<file path="src/rtl/count_sched_rr2.sv">
// Two-requester round-robin front end for a shared W-bit up-counter.
// Optional stall support is enabled with the COUNT_SCHED_STALL_EN macro.
module count_sched_rr2 #(
  parameter int W = 3
) (
  input  logic         clk,
  input  logic         reset,
  input  logic         req0_val,
  output logic         req0_rdy,
  input  logic [W-1:0] req0_target,
  input  logic         req1_val,
  output logic         req1_rdy,
  input  logic [W-1:0] req1_target,
  input  logic         stall,
  output logic         busy,
  output logic         owner,
  output logic [W-1:0] count,
  output logic         done,
  output logic         done_id
);

  typedef enum logic [1:0] {IDLE, RUN, DONE} state_e;

  state_e       state_q;
  logic [W-1:0] count_q;
  logic [W-1:0] target_q;
  logic         owner_q;
  logic         prio_q;
  logic         done_q;
  logic         doneId_q;

  logic         stallEff;
  logic         grant1;
  logic         idleOk;

`ifdef COUNT_SCHED_STALL_EN
  assign stallEff = stall;
`else
  logic unusedStall;
  assign unusedStall = stall;
  assign stallEff    = 1'b0;
`endif

  // Requester 1 wins when it is alone or when the pointer favours it.
  assign grant1   = req1_val && (!req0_val || prio_q);
  assign idleOk   = (state_q == IDLE) && !reset;
  assign req0_rdy = idleOk && req0_val && !grant1;
  assign req1_rdy = idleOk && grant1;

  assign busy    = (state_q != IDLE);
  assign owner   = owner_q;
  assign count   = count_q;
  assign done    = done_q;
  assign done_id = doneId_q;

  always_ff @(posedge clk or posedge reset) begin
    if (reset) begin
      state_q  <= IDLE;
      count_q  <= '0;
      target_q <= '0;
      owner_q  <= 1'b0;
      prio_q   <= 1'b0;
      done_q   <= 1'b0;
      doneId_q <= 1'b0;
    end else begin
      case (state_q)
        IDLE: begin
          done_q   <= 1'b0;
          doneId_q <= 1'b0;
          if (req0_val || req1_val) begin
            owner_q  <= grant1;
            target_q <= grant1 ? req1_target : req0_target;
            count_q  <= '0;
            state_q  <= RUN;
          end
        end
        RUN: begin
          // Reaching the target wins over stall, so DONE is never delayed there.
          if (count_q == target_q) begin
            state_q  <= DONE;
            done_q   <= 1'b1;
            doneId_q <= owner_q;
          end else if (!stallEff) begin
            count_q <= count_q + W'(1);
          end
        end
        DONE: begin
          done_q   <= 1'b0;
          doneId_q <= 1'b0;
          prio_q   <= ~owner_q;
          state_q  <= IDLE;
        end
        default: begin
          state_q <= IDLE;
          done_q  <= 1'b0;
        end
      endcase
    end
  end

endmodule

</file>
<file path="config.mk">
export PLATFORM = sky130hd
export DESIGN_NAME = count_sched_rr2
export DESIGN_NICKNAME = d
export VERILOG_FILES = /design/src/rtl/count_sched_rr2.sv
export SDC_FILE = /design/constraint.sdc
export NUM_CORES = 1
export LEC_CHECK = 0
export CELL_PAD_IN_SITES_DETAIL_PLACEMENT = 1
export CELL_PAD_IN_SITES_GLOBAL_PLACEMENT = 1
export CORE_MARGIN = 8
export CORE_UTILIZATION = 44
export CTS_BUF_LIST = sky130_fd_sc_hd__clkbuf_8
export CTS_CLUSTER_DIAMETER = 80
export CTS_CLUSTER_SIZE = 40
export DETAILED_ROUTE_END_ITERATION = 8
export DONT_BUFFER_PORTS = 1
export PLACE_DENSITY_LB_ADDON = 0.1
export REMOVE_ABC_BUFFERS = 1
export SYNTH_ARGS = -nofsm -noshare
export SYNTH_HDL_FRONTEND = slang
export SYNTH_SLANG_ARGS = --single-unit
export TNS_END_PERCENT = 30
</file>
<file path="constraint.sdc">
create_clock -name clk -period 1.69 [get_ports clk]
set_input_delay 0.338 -clock clk [delete_from_list [all_inputs] [get_ports clk]]
set_output_delay 0.338 -clock clk [all_outputs]
set_load 0.1 [all_outputs]
</file>
Word-level counts from Yosys, hierarchy flattened
Index checks and enable logic that the tools add are counted.
{ "op_classes": {"reduce_logical": 19, "addsub": 1, "eq_ne": 6, "muxes": 11, "bitwise": 1} }
{ "ops": {"columns": ["operator", "count"], "rows": [
  ["$mux 3", 3],
  ["$pmux 3 s2", 1],
  ["$reduce_and 2->1", 3],
  ["$reduce_bool 2->1", 3],
  ["$logic_and 1x1->1", 5],
  ["$mux 2", 2],
  ["$ne 2x2->1 const B", 2],
  ["$pmux 2 s2", 1],
  ["$add 3x1->3 const B", 1],
  ["$eq 3x3->1", 1],
  ["$logic_not 1->1", 3],
  ["$mux 1", 3],
  ["$reduce_and 3->1", 1],
  ["$eq 2x1->1 const B", 1],
  ["$eq 2x2->1 const B", 1],
  ["$logic_not 2->1", 1],
  ["$logic_or 1x1->1", 2],
  ["$ne 2x1->1 const B", 1],
  ["$pmux 1 s2", 1],
  ["$reduce_or 2->1", 1],
  ["$not 1->1", 1]
]} }
{ "totals": {"register_bits": 12, "inputBits": 11, "output_inout_bits": 9} }

Longest topological paths before layout
Gate-level depths: netlist (run 1).
{ "logic_depth": {"ltp_word": 5, "ltp_mapped": 6, "depth_no_buf": 5} }

Worst setup path before layout (run 1)
Ideal clock, no wire load.
{ "synth_path": {"kind": "reg-to-output", "from": "reg state_q[1]", "to": "out req1_rdy", "stages_incl_launch_ff": 4, "setup_slack_ps": -1566, "n_path_buf": 1, "arrival_ps": 2918, "t_required_ps": 1352, "path_cell_list": "dfrtp_1 -> or2_1 -> buf_6 -> nor3_1"} }
{ "synth_between": {"elab_chain_cells": 3} }
{ "synth_rtl": {"columns": ["element", "line_no", "text"], "rows": [
  ["start, declared", "24", "state_e state_q;"],
  ["start signal, assigned", "58", "state_q <= IDLE;"],
  ["start signal, assigned", "74", "state_q <= RUN;"],
  ["start signal, assigned", "80", "state_q <= DONE;"],
  ["$logic_not 2->1", "46", "assign idleOk = (state_q == IDLE) && !reset;"],
  ["$logic_and 1x1->1", "46", null],
  ["$logic_and 1x1->1", "48", "assign req1_rdy = idleOk && grant1;"],
  ["end, declared", "12", "output logic req1_rdy,"]
]} }
Every way passes these cells.

Worst setup path in the final report (run 1)
{ "layout_path": {"from": "reg state_q[1]", "to": "out req0_rdy"} }
{ "layout_between": {"elab_chain_cells": 4} }
{ "layout_rtl": {"columns": ["element", "line_no", "text"], "rows": [
  ["$logic_not 2->1", "46", null],
  ["$logic_and 1x1->1", "46", null],
  ["$logic_and 1x1->1 (2 in a row)", "47", "assign req0_rdy = idleOk && req0_val && !grant1;"],
  ["end, declared", "9", "output logic req0_rdy,"]
]} }
Every way passes these cells.

==> summary.md, run 1 <==
| Metric | Value |
|---|---|
| Port bufs | `0` |
| F_max | `556 MHz` |
| Finish-stage setup viols | `2` |
| Fin Hold WS | `-5.82 ps` |
| CTS tree | `built` |
| Status | `finished, violations left` |
| Initial Utilization | `45.6%` |
| Mapped Avg Cell Area | `10.9 µm²` |
| Predominant post-synthesis flop cell | `dfrtp_1` |
| Area contributors post-synth | `dfrtp_1, mux2i_1, o21ai_2` |
| Top-Level Pins | `20` |
| Synth area leader | `dfrtp_1` |
| Worst Setup Slack post-DPL | `105 ps` |
| Area grow syn2layout | `29.1%` |
| Final Slew Violations | `0` |
| Clock buffer depth | `2` |
| DIE AREA | `3010 µm²` |
| Post-synth EDFFs | `0` |
| Commonest cells after routing, fill and taps aside | `dfrtp_1, buf_4, mux2i_1, nand2_1` |
| Via density | `5.40` |
| Core Area | `1450 µm²` |
| Clock transition at the registers of the reported paths | `50 ps` |
| Drc violations | `0` |
| Relative slew slack | `69.2%` |
| Global routing usage on met2 | `21.3%` |
| Library cells used by synthesis | `25` |
| Setup TNS | `-110 ps` |
| Number of CTS-inserted buffers | `3` |
| Most common library cell in the layout ignoring fill and taps | `dfrtp_1` |
| # hold bufs at CTS | `0` |
| Area post-placement | `798 µm²` |
| Max-Cap Viols | `0` |
| Sequential area share after synthesis | `45.3%` |
| Fillers | `169` |
| Crit end category | `output port` |
| Critical path type | `register to output port` |
| Final WS setup | `-108 ps` |
| Pre-Repair DR Iteration Count | `1` |
| Placed wire-length estimate | `1.22 mm` |
| Final WL | `1.53 mm` |
| CP Max Fanout | `4` |
| Clk sinks | `12` |
| Gr busiest metal | `met2` |
| Post-CTS setup buffer count | `0` |
| Die X | `54.8 µm` |
| # nets final | `88` |
| Total Routing Usage GR | `12.1%` |
| Crit path DAT | `1460 ps` |
| Largest net degree at the start of global routing | `13` |
| DR iter-0 viols | `0` |
| Ys async rst share | `100%` |
| Via count | `491` |
| Share of layout cells above drive strength 1 | `37.3%` |
| Failing checks | `negative hold slack, negative setup slack` |
| H-tree Lvls | `1` |
| Ant diodes | `0` |
| Worst Setup Start Kind | `register` |
| Unrepaired setup endpoints after global routing | `true` |
| Final non-filler cell area | `856 µm²` |
| Hold Vio Cnt, Final | `12` |
| CP Data Required Time | `1350 ps` |
| GP Congestion | `0.718` |
| RR Startpoint | `count[0]` |
| Vias in the first global route | `566` |
| Worst Max-Slew Pin Slew | `462 ps` |
| Die height | `54.8 µm` |
| Synth Instances | `61` |
| ANT nets after route | `0` |
| Worst Hold Class | `primary input to asynchronous set/reset pin` |
| Worst-skew pair later-pin latency | `240 ps` |
| Antenna violations before repair | `0` |
| Crit share post-route | `106%` |
| # rows | `14` |
| GR met1 Demand/Resource | `12.4%` |
| Total grt overflow | `0` |
| Top cell type's share of synthesized area | `45.3%` |
| Met3 usage | `4.89%` |
| Final worst path period need | `1800 ps` |
| Mapped Area | `663 µm²` |
| First-pass GRT wire length | `2.58 mm` |
| Register bit total from synthesis | `12` |
| Detailed-route wire length per cell | `16.8 µm` |
| Clock Skews | `1.54 ps` |
| Yosys warnings | `0` |
| CTS root buf | `clkbuf_8` |
| Crit path from | `state_q[1]` |
==> cell families (layout without fill, tap and decap cells) <==
group / count (synthesis) / count (layout) / synth area share, %
AND/OR/NAND/NOR: 21 / 21 / 18.3
AO/OA/AOI/OAI: 12 / 12 / 14.9
flip-flops: 12 / 12 / 45.3
multiplexers: 7 / 7 / 10.6
buffers and inverters: 5 / 19 / 5.09
XOR/XNOR: 3 / 3 / 3.96
adder cells (fa/ha/maj): 1 / 1 / 1.89
==> cell usage after synthesis, types with 2 or more instances <==
| cell | instances |
|---|---|
| buf_6 | 2 |
| dfrtp_1 | 12 |
| inv_1 | 3 |
| mux2i_1 | 7 |
| nand2_1 | 6 |
| nor2_1 | 4 |
| o21ai_0 | 4 |
| o21ai_2 | 4 |
| xor2_1 | 3 |
==> final cells by class <==
class	instances	area, µm²	share of cell area (%)
clock buffers	4	55.1	6.43
inverters	3	11.3	1.32
multi-input cells	44	349	40.8
flip-flops and latches	12	300	35.1
well taps	16	20.0	2.34
repair buffers	12	120	14.0
==> worst max-delay path, stage by stage, from the launching register on <==
cell,delay (ps)
dfrtp_1,380
or2_4,280
a2111oi_4,340
buf_12,220
==> state kept, by name (all words and copies together), names as in the netlist <==
name / flops
target_q: 3
prio_q: 1
done: 1
state_q: 2
done_id: 1
owner: 1
count: 3
==> what timing repair did <==
action	in CTS	in global routing
setup endpoints to repair	2	2
cloned	0	0
resized for setup	1	0
==> metrics by stage <==
step	std cells	utilization, %
finish	91	58.9
detailed placement	87	54.9
global route	91	58.9
CTS	91	58.9
floorplan	59	-
global placement	87	54.9
==> per-layer routing <==
layer | share of wire (%) | vias up
li1 | - | 237
met1 | 41 | 239
met2 | 52 | 13
met3 | 6.2 | 2
met4 | 0.52 | 0
met5 | 0 | -
==> worst paths after layout <==
| kind | cells past startpoint | slack, ps | endpoint |
|---|---|---|---|
| worst max-delay path | 3 | -110 | req0_rdy |
| worst min-delay path | 1 | -6 | target_q[2] |
| worst max register to register | 4 | 250 | done_id |
| worst min register to register | 2 | 490 | done |
| max in group asynchronous | 1 | 1380 | count[1] |
| min in group clk | 2 | 290 | target_q[1] |
Power of run 1 is not shown: default switching activity piles up to over one toggle a cycle in this logic, so the estimate is an artifact.
==> run 2, diff against run 1 <==
CELL_PAD_IN_SITES_DETAIL_PLACEMENT = not set   (was 1)
CELL_PAD_IN_SITES_GLOBAL_PLACEMENT = not set   (was 1)
DONT_BUFFER_PORTS = not set   (was 1)
PLACE_DENSITY = 0.76   (was not set)
PLACE_DENSITY_LB_ADDON = not set   (was 0.1)
==> run 2 against run 1 <==
  * The flow finishes with violations (negative setup slack)
  * Sequential share of layout area is 6.7 points lower
  * Clock skew up 6.6 ps
  * Count of clock-buffer cells in the layout unchanged
  * Register-to-register slack gained 30 ps
  * Worst hold slack improved by 420 ps
  * Cell count grew 15%
  * Non-clock buffer count grew 14
  * Cell area increased by 24%
  * Maximum frequency increased by 4.7%
  * Highest routed layer unchanged
==> summary.md, run 2 (synthesized netlist as in run 1, its figures left out) <==
| Metric | Value |
|---|---|
| H-tree Lvls | `1 (unchanged)` |
| Final WL | `1.42 mm (-6.7%)` |
| Final Slew Violations | `0 (unchanged)` |
| Ant diodes | `0 (unchanged)` |
| Clock transition at the registers of the reported paths | `60 ps (about the same)` |
| Total grt overflow | `0 (unchanged)` |
| Worst Setup Start Kind | `register` |
| Final worst path period need | `1720 ps (-80.0 ps)` |
| Crit path DAT | `1380 ps (-80 ps)` |
| Clock buffer depth | `2 (unchanged)` |
| Most common library cell in the layout ignoring fill and taps | `dfrtp_1` |
| Reg2Reg Depth | `4 (unchanged)` |
| ANT nets after route | `0 (unchanged)` |
| Share of layout cells above drive strength 1 | `37.1% (-0.25 points)` |
| Failing checks | `negative setup slack` |
| DR iter-0 viols | `1 (+1)` |
| CP Max Fanout | `6 (+2)` |
| Placed wire-length estimate | `1.15 mm (-5.3%)` |
| First-pass GRT wire length | `2.42 mm (-6.2%)` |
| Via count | `519 (+5.7%)` |
| Finish-stage setup viols | `2 (unchanged)` |
| Crit path max-delay cell type | `dfrtp_1` |
| Initial Utilization | `45.6% (unchanged)` |
| Die X | `54.8 µm (unchanged)` |
| Top-Level Pins | `20 (unchanged)` |
| CP Data Required Time | `1350 ps (about the same)` |
| Worst-skew pair later-pin latency | `240 ps (about the same)` |
| Pre-Repair DR Iteration Count | `2 (+1)` |
| Relative slew slack | `68.7% (-0.46 points)` |
| # rows | `14 (unchanged)` |
| CTS tree | `built` |
| GP Congestion | `0.769 (+7.1%)` |
| Unrepaired setup endpoints after global routing | `true` |
| Number of CTS-inserted buffers | `3 (unchanged)` |
| Setup TNS | `-45.9 ps (+64.2 ps)` |
| Final WS setup | `-27.9 ps (+80.0 ps)` |
| Detailed-route wire length per cell | `13.6 µm (-19%)` |
| # nets final | `102 (+16%)` |
| Worst Hold Class | `primary input to asynchronous set/reset pin` |
| Drc violations | `0 (unchanged)` |
| Max-Cap Viols | `0 (unchanged)` |
| Total Routing Usage GR | `11.4% (-0.71 points)` |
| Status | `finished, violations left` |
| Via density | `4.94 (-8.4%)` |
| Clk sinks | `12 (unchanged)` |
| Crit share post-route | `102% (-4.7 points)` |
| Sequence of cells on the critical path | `or2_4 -> a2111oi_4 -> buf_12` |
| Die height | `54.8 µm (unchanged)` |
| Antenna violations before repair | `0 (unchanged)` |
| Hold Vio Cnt, Final | `0 (-12)` |
| Clock Skews | `8.14 ps (+6.60 ps)` |
| CTS root buf | `clkbuf_8` |
| DIE AREA | `3010 µm² (unchanged)` |
| Commonest cells after routing, fill and taps aside | `dfrtp_1, buf_12, buf_4, mux2i_1` |
| F_max | `582 MHz (+4.7%)` |
| Vias in the first global route | `576 (+1.8%)` |
| Largest net degree at the start of global routing | `13 (unchanged)` |
| Worst Max-Slew Pin Slew | `469 ps (+6.93 ps)` |
| Area grow syn2layout | `59.4%` |
| Crit end category | `output port` |
| Core Area | `1450 µm² (unchanged)` |
| Critical path type | `register to output port` |
| Port bufs | `18 (+18)` |
| Slowest stage delay, CP | `370 ps (about the same)` |
## run 2: cell count changes in the layout (fill, tap and decap cells not counted), sizes merged
| cell | before | now |
|---|---|---|
| clkbuf | 5 | 4 |
| buf | 11 | 17 |
| clkdlybuf4s50 | 0 | 6 |
| dlygate4sd2 | 0 | 3 |
## run 2: path summary, 6_finish.rpt
kind | end | start | slack [ps]
setup reg to reg | count[1] | count[0] | 280
hold reg to reg | target_q[1] | target_q[1] | 510
max in group asynchronous | owner | reset | 950
setup / recovery | req0_rdy | state_q[1] | -30
min in group clk | target_q[1] | target_q[1] | 510
hold / removal | prio_q | reset | 420
## run 2: through the flow
step           cells  utilization, %  worst slack, ps  hold slack [ps]  instance area [µm²]
3_3_place_gp     101            68.2             -114              482                  991
6_report         105            72.7            -27.9              418                 1060
4_1_cts          105            72.7            -30.5              432                 1060
5_1_grt          105            72.7            -71.3              461                 1060
3_5_place_dp     101            68.2             -138              496                  991
2_1_floorplan     59               -            -1910              203                  641
## run 2: layout make-up
| type | count | area, µm² |
|---|---|---|
| Inverter | 3 | 11.3 |
| Sequential cell | 12 | 300 |
| Fill cell | 106 | 397 |
| Tap cell | 16 | 20.0 |
| Multi-Input combinational cell | 44 | 344 |
| Clock buffer | 4 | 55.1 |
| Timing Repair Buffer | 26 | 327 |
## run 2: worst max-delay path: cells and delay by family (launching register included)
family	cells	cell delay [ps]
flops	1	370
simple gates	1	280
compound gates	1	260
buf+inv	1	220
## run 2: metal layers
metal / share of wire [%] / up-vias / track usage (%)
li1: - / 265 / -
met1: 41 / 232 / 11.0
met2: 52 / 20 / 20.4
met3: 4.8 / 2 / 2.99
met4: 1.9 / 0 / 8.20
met5: 0 / - / 0
## run 2: repair_timing
action / in CTS / in global routing
setup buffers: 0 / 0
setup endpoints to repair: 2 / 2
endpoints found under the hold margin: 0 / 0
pin swaps: 1 / 0
resized for setup: 6 / 0
hold buffers: 0 / 0
Power of run 2 is left out for the same reason.
==> run 3, diff against run 2 <==
SLEW_MARGIN = 20   (was not set)
==> results of run 3 <==
The final DEF is identical to that of run 2; final timing and power are the same.
Power of run 3 is left out for the same reason.
==> edit, RTL diff (settings of run 2) <==
The 3 states of `state_e` get a one-hot encoding in 3 bits.
--- a/src/rtl/count_sched_rr2.sv
+++ b/src/rtl/count_sched_rr2.sv
@@ -21,3 +21,3 @@
 
-  typedef enum logic [1:0] {IDLE, RUN, DONE} state_e;
+  typedef enum logic [2:0] {IDLE = 3'b001, RUN = 3'b010, DONE = 3'b100} state_e;
 
Formal check against the unedited RTL: no difference found for any inputs over 10 cycles, from zero or initial values and one cycle with reset high; not proved beyond that.
==> edit against run 2 <==
The flow still finishes with violations (setup timing). Setup slack lost 0.18 ns. Cell area grew 14%. Wire length grew 44%. Global-route usage grew 2.4 points. Sequential cell count grew 1. Maximum frequency shrank 9.5%. Clock skew shrank 0.0060 ns. Synthesized cell count grew 21%. Critical path depth grew 2. Final cell count grew 19%. Non-clock buffer count grew 4. Area after synthesis grew 12%.
==> edit: results (changes against run 2) <==
status=finished with violations; failing checks=setup timing; area of all sequential standard cells=327 um2 (+8.7%); timing endpoint of the critical path=req1_rdy; register-to-register setup slack=0.11 ns (-0.17 ns); GRT Util Overall=13.8% (+2.4 points); count of non-CTS inverters in the layout=5 (+2); worst hold margin=0.554 ns (+0.136 ns); Vias=720 (+39%); launching element of the worst setup path=state_q[0]; proportion of cell area occupied by registers=27.1% (-1.3 points); share of post-route cells with drive strength above 1=32.4% (-4.7 points); Buffers, non-clock=30 (+15%); pin count of the biggest net entering global routing=14 (+1); logic depth of the worst register-to-register path=5 (+1); proportion of cell area occupied by multi-input gates=35.8% (+3.2 points); Clock-cell share=3.73% (-1.5 points); count of endpoints failing setup in the final report=3 (+1); post-route clock skew=0.00217 ns (-0.00596 ns); CP max stage delay=0.54 ns (+0.17 ns); PnR worst setup slack=-0.209 ns (-0.181 ns); Placement Setup Slack=-0.206 ns (-0.0677 ns); Detailed Place HPWL=1510 um (+31%); clock buf count=3 (-1); global-route met3 utilization=5.54% (+2.6 points); fill cell instance count of the final layout=123 (+16%); routability cong.=0.806 (+4.8%); count of multi-input gates=56 (+27%); portion of the post-synthesis area used by sequential elements=43.8% (-1.5 points); total negative slack for setup checks=-0.438 ns (-0.392 ns); Worst EP arrival=1.56 ns (+0.18 ns); WL/cell=16.4 um (+21%); met2 usage=22.3% (+1.9 points); met2 WL post-DR=1030 um (+39%)
edit: cell count changes in the layout (fill, tap and decap cells not counted), moves of 3 or more:
cell,before,now
a21oi_1,1,4
nand2_1,6,0
xnor2_1,0,3
mux2i_1,7,2
a31oi_1,0,5
o21ai_2,4,0
inv_1,2,5
buf_4,8,11
o21ai_0,4,8
edit: report_power, final:
group / internal (mW) / switching (mW) / leakage (nW)
sequential: 0.434 / 0.152 / 0.165
clock: 0.161 / 0.117 / 0.0269
combinational: 0.620 / 0.921 / 0.323
edit: cells by family after synthesis:
group,synth area share [%]
xor+xnor,7.05
fa+ha+maj,1.68
simple gates,22.8
mux,2.68
compound gates,19.5
flops,43.8
buf+inv,2.52
edit: what timing repair did:
| item | CTS | global route |
|---|---|---|
| setup buffers | 1 | 0 |
| endpoints found under the setup margin | 3 | 7 |
| pin swaps | 2 | 0 |
| gates resized for setup | 6 | 3 |
